===== src/rtl/fea_packer.sv =====
// fea_packer: collects FEA_NUM streamed HOG features into one packed block
// vector and presents it to the SVM through a single-entry valid/ready output
// register. Feature 0 sits at the LSB. A block that completes while the output
// register is stalled is dropped and flagged by the sticky overflow bit.
module fea_packer #(
    parameter int FEA_W   = 12,
    parameter int FEA_NUM = 36,
    parameter int CNT_W   = 16
) (
    input  logic                     clk,
    input  logic                     rst,
    input  logic [FEA_W-1:0]         fea,
    input  logic                     i_valid,
    input  logic                     i_clr,
    output logic [FEA_NUM*FEA_W-1:0] blk_data,
    output logic                     o_valid,
    input  logic                     o_ready,
    output logic                     overflow,
    output logic [CNT_W-1:0]         blk_cnt
);

    localparam int BLK_W = FEA_NUM * FEA_W;
    localparam int IDX_W = (FEA_NUM > 1) ? $clog2(FEA_NUM) : 1;
    localparam logic [IDX_W-1:0] IDX_LAST = IDX_W'(FEA_NUM - 1);

    // Drop one feature into its slot of a partially assembled block.
    function automatic logic [BLK_W-1:0] insert_fea(
        input logic [BLK_W-1:0] blk,
        input logic [IDX_W-1:0] idx,
        input logic [FEA_W-1:0] f
    );
        logic [BLK_W-1:0] res;
        res = blk;
        for (int k = 0; k < FEA_NUM; k++) begin
            if (idx == IDX_W'(k)) begin
                res[k*FEA_W +: FEA_W] = f;
            end
        end
        return res;
    endfunction

    // Control state (reset) and datapath state (assembly register unreset).
    logic [IDX_W-1:0] idx_q,      idx_d;
    logic             o_valid_q,  o_valid_d;
    logic             overflow_q, overflow_d;
    logic [CNT_W-1:0] blk_cnt_q,  blk_cnt_d;
    logic [BLK_W-1:0] asm_q,      asm_d;
    logic [BLK_W-1:0] out_q,      out_d;

    // Per-cycle events.
    logic wr_en;      // a feature is accepted into the assembly register
    logic last_fea;   // the accepted feature completes the block
    logic handshake;  // downstream takes the current output this edge
    logic load_out;   // completed block moves into the output register
    logic drop_blk;   // completed block has nowhere to go

    // Decode this cycle's write, completion, handshake and drop events.
    always_comb begin
        wr_en     = i_valid & ~i_clr;
        last_fea  = wr_en & (idx_q == IDX_LAST);
        handshake = o_valid_q & o_ready;
        load_out  = last_fea & (~o_valid_q | handshake);
        drop_blk  = last_fea & o_valid_q & ~o_ready;
    end

    // Feature index: restart on clear, advance per accepted feature, wrap on the last one.
    always_comb begin
        idx_d = idx_q;
        if (i_clr) begin
            idx_d = '0;
        end else if (wr_en) begin
            idx_d = last_fea ? '0 : idx_q + IDX_W'(1);
        end
    end

    // Assembly and output data: the output captures the block including the
    // feature written this very cycle, so the copy is taken from asm_d.
    always_comb begin
        asm_d = asm_q;
        out_d = out_q;
        if (wr_en) begin
            asm_d = insert_fea(asm_q, idx_q, fea);
        end
        if (load_out) begin
            out_d = asm_d;
        end
    end

    // Output valid, sticky overflow and accepted-block counter.
    always_comb begin
        o_valid_d  = o_valid_q;
        overflow_d = overflow_q;
        blk_cnt_d  = blk_cnt_q;
        if (load_out) begin
            o_valid_d = 1'b1;
        end else if (handshake) begin
            o_valid_d = 1'b0;
        end
        if (drop_blk) begin
            overflow_d = 1'b1;
        end
        if (handshake) begin
            blk_cnt_d = blk_cnt_q + CNT_W'(1);
        end
    end

    // Control registers and the visible output block, cleared asynchronously.
    always_ff @(posedge clk or negedge rst) begin
        if (!rst) begin
            idx_q      <= '0;
            o_valid_q  <= 1'b0;
            overflow_q <= 1'b0;
            blk_cnt_q  <= '0;
            out_q      <= '0;
        end else begin
            idx_q      <= idx_d;
            o_valid_q  <= o_valid_d;
            overflow_q <= overflow_d;
            blk_cnt_q  <= blk_cnt_d;
            out_q      <= out_d;
        end
    end

    // Assembly register: unwritten slots are don't-care, so no reset is needed.
    always_ff @(posedge clk) begin
        asm_q <= asm_d;
    end

    assign blk_data = out_q;
    assign o_valid  = o_valid_q;
    assign overflow = overflow_q;
    assign blk_cnt  = blk_cnt_q;

endmodule


===== config.mk =====
export PLATFORM = sky130hd
export DESIGN_NAME = fea_packer
export DESIGN_NICKNAME = d
export VERILOG_FILES = /design/src/rtl/fea_packer.sv
export SDC_FILE = /design/constraint.sdc
export NUM_CORES = 1
export LEC_CHECK = 0
export BUFFER_PORTS_ARGS = -buffer_cell sky130_fd_sc_hd__buf_2
export CAP_MARGIN = 20
export CORE_MARGIN = 1.5
export CORE_UTILIZATION = 55
export DETAILED_ROUTE_END_ITERATION = 8
export GPL_ROUTABILITY_DRIVEN = 0
export GPL_TIMING_DRIVEN = 0
export PLACE_DENSITY = 0.77
export SYNTH_ARGS = -nofsm -noshare
export SYNTH_HDL_FRONTEND = slang
export SYNTH_SLANG_ARGS = --single-unit

===== constraint.sdc =====
create_clock -name clk -period 3.55 [get_ports clk]
set_input_delay 0 -clock clk [delete_from_list [all_inputs] [get_ports clk]]
set_output_delay 0 -clock clk [all_outputs]
set_load 0.02 [all_outputs]

==> summary.md <==
| Metric | Value |
|---|---|
| Outcome | `complete, no violations` |
| Netlist Area Pre-Place | `31300 µm²` |
| CP startpoint kind | `flip-flop` |
| Critical path data required time | `4070 ps` |
| Sw Ratio | `0.215` |
| Sequential area share after synthesis | `0.634` |
| IO Count | `467` |
| CP Cell Sequence | `ha_1, clkbuf_1, and3_1, buf_2, mux2_2, mux2_2` |
| Synth Instances | `1997` |
| Setup CP Type | `flip-flop to flip-flop` |
| Cell taking the most area after synthesis | `dfrtp_1` |
| Measured slew at the worst slew-check pin | `1170 ps` |
| Total CTS buffers | `88` |
| Share of the synthesized area in the top cell type | `0.365` |
| Post-route ant nets | `0` |
| Family with the most delay on the worst path | `buffers and inverters` |
| Sequential Power Share | `0.508` |
| Hold path startpoint | `fea[11]` |
| Clock root buffer | `clkbuf_16` |
| M1 WL | `32400 µm` |
| R2R setup slack | `710 ps` |
| Fmax | `0.352 GHz` |
| Synth Warn # | `0` |
| Hold Path Sink | `asm_q[311]` |
| Primary FF master, synth | `dfrtp_1` |
| Ranking of synthesized cells by area | `dfrtp_1 37%, mux2_2 30%, dfxtp_1 27%` |
| Number of global-route vias before repair | `18900` |
| Via count | `18100` |
| TritonRoute pass-1 iters | `6` |
| Worst path max stage delay | `500 ps` |
| Final worst path period share | `0.800` |
| CTS Sinks | `876` |
| Clk slew on worst S/H paths | `60 ps` |
| Tot Pwr | `20000 µW` |
| Leak | `0.0193 µW` |
| Design Area, Final | `37600 µm²` |
| Chip Height | `241 µm` |
| Residual DRC count | `0` |
| Cell internal pwr | `15700 µW` |
| Relative slew slack | `0.221` |
| Final setup violating endpoints | `0` |
| CP max FO | `10` |
| DP Worst Slack | `669 ps` |
| Die Width | `241 µm` |
| Min Tclk post-route | `2840 ps` |
| Core ar. | `56300 µm²` |
| Post-synth EDFFs | `0` |
| DP Area | `34600 µm²` |
| Syn Area/Cell | `15.7 µm²` |
| Largest net degree at the start of global routing | `123` |
| Most frequent cell after synthesis | `mux2_2` |
| Syn_nets | `2019` |
| Clock latency on the worst-skew pair | `640 ps` |
| Hold Violations, Final | `0` |
| Hold Slack | `147 ps` |
| #FFs+latches synth | `876` |
| Longest Clk Path Bufs | `3` |
| WP buf/inv | `2` |
| Vias per cell | `5.35` |
| Global-route wire length before repair | `116000 µm` |
| Post CTS Setup Buffer Count | `0` |
| Peak supply drop | `463 µV` |
| Pwr dens | `533 nW/µm²` |
| DR iter-0 viols | `743` |
| Combinational fraction of design power | `0.030` |
| Max Cap Violations | `0` |
| Final layout net count | `2573` |
| Congestion Overflow GR | `0` |
| RSZ-0062 raised after global routing | `false` |
| Met2 wire length | `38600 µm` |
| RR Startpoint | `idx_q[1]` |
| Top layer in use | `met4` |
| Final HPWL DP | `53800 µm` |
| Reg2reg path depth | `6` |
| Count of cell types in the netlist | `39` |
| Hold path cells | `2` |
| Post_cts resized | `0` |
| CP endpoint kind | `flip-flop` |
| Psw | `4310 µW` |
| Setup WS post-layout | `709 ps` |
| Worst reg2reg path endpoint | `blk_data[141]` |
| Fin Setup TNS | `0 ps` |
| Async SR Flop Fraction | `0.521` |
| Hold-fix buffer count after cts | `7` |
| Share of cells above drive strength 1 | `0.580` |
| Slowest CP cell | `clkbuf_1` |
| Commonest cells post-synth | `829 x mux2_2, 456 x dfrtp_1, 420 x dfxtp_1` |
| Clock power frac | `0.463` |
| Num rows | `87` |
| IO Port Bufs | `452` |
| Clock Skews | `18.4 ps` |
| Die area | `58300 µm²` |
| CTS tree | `done` |
| All-layer global routing usage | `0.270` |
| Initial core utilization | `0.555` |
| Layout area overhead | `20.3%` |
| Met3 routed WL | `4940 µm` |
| Most used cell, CP | `mux2_2` |
| H-tree depth reported by CTS | `3` |
| HP Class | `input pin to flip-flop` |
| Initial antenna violation count | `4` |
| Max-slew violation count | `0` |
| Crit path arrival time | `3360 ps` |
| Routed wire length | `78800 µm` |
| Critical path depth in cells | `6` |
| Drt wl/cell | `23.3 µm` |
-- worst reg2reg max path, delay by kind of cell (launching register included) --
family	cells	cell delay [ps]
mux	2	710
flops	1	440
buf+inv	2	900
fa+ha+maj	1	250
simple gates	1	450
-- stage by stage --
stage          utilization  std cells
2_1_floorplan            -       1997
3_3_place_gp         0.612       3205
3_5_place_dp         0.615       3210
4_1_cts              0.668       3382
5_1_grt              0.668       3384
6_report             0.668       3387
-- routing by layer --
metal | vias up | track usage
li1 | 8118 | -
met1 | 9367 | 0.343
met2 | 473 | 0.446
met3 | 149 | 0.0704
met4 | 0 | 0.101
met5 | - | 0
-- logic make-up (layout without fill, tap and decap cells) --
logic type / after synthesis / count (layout) / synth area share
flip-flops: 876 / 876 / 0.634
multiplexers: 855 / 855 / 0.308
buffers and inverters: 148 / 777 / 0.0321
AND/OR/NAND/NOR: 87 / 87 / 0.0169
XOR/XNOR: 15 / 15 / 0.00420
AO/OA/AOI/OAI: 11 / 11 / 0.00260
adder cells (fa/ha/maj): 5 / 5 / 0.00200
other: 0 / 5 / 0
-- area by class of cell --
type                    instances  area [µm²]
diodes                          5        12.5
plain buffers                 144         988
clock buffers                 136        2570
clock inverters                29         329
fillers                      4053       18700
inverters                       4        15.0
multi-input cells             973       10400
flip-flops and latches        876       19800
well taps                     756         946
repair buffers                464        2480
-- power groups by stage --
stage | sequential [µW] | combinational, µW | clock, µW
2_1_floorplan | 10300 | 294 | 0
3_3_place_gp | 10400 | 549 | 0
3_5_place_dp | 10400 | 591 | 0
4_1_cts | 10200 | 604 | 9390
5_1_grt | 10200 | 648 | 9800
6_report | 10200 | 592 | 9260
-- registers in the layout, indices dropped and copies added, names as in the netlist --
name and cells:
asm_q 420, blk_cnt 16, blk_data 432, idx_q 6, o_valid 1, overflow 1
-- placed cells by master (no fill, tap or decap), drive strengths merged, types with 5 or more instances in the layout --
master	n
buf	549
clkinv	16
inv	11
nand2	8
xor2	6
ha	5
nor2	21
dfxtp	420
and3	5
dlygate4sd3	6
mux2	854
clkbuf	189
dfrtp	456
diode	5
nand3	31
bufinv	5
xnor2	9
-- worst max path at each step --
| stage | startpoint | to |
|---|---|---|
| after floorplan | idx_q[5] | blk_data[191] |
| after CTS | idx_q[1] | blk_data[141] |
| final | idx_q[1] | blk_data[141] |
| after detailed placement | idx_q[1] | blk_data[141] |
| after global routing | idx_q[0] | blk_data[141] |
| after global placement | rst | blk_data[156] |
Note: power is estimated with default switching activity, not from simulation.
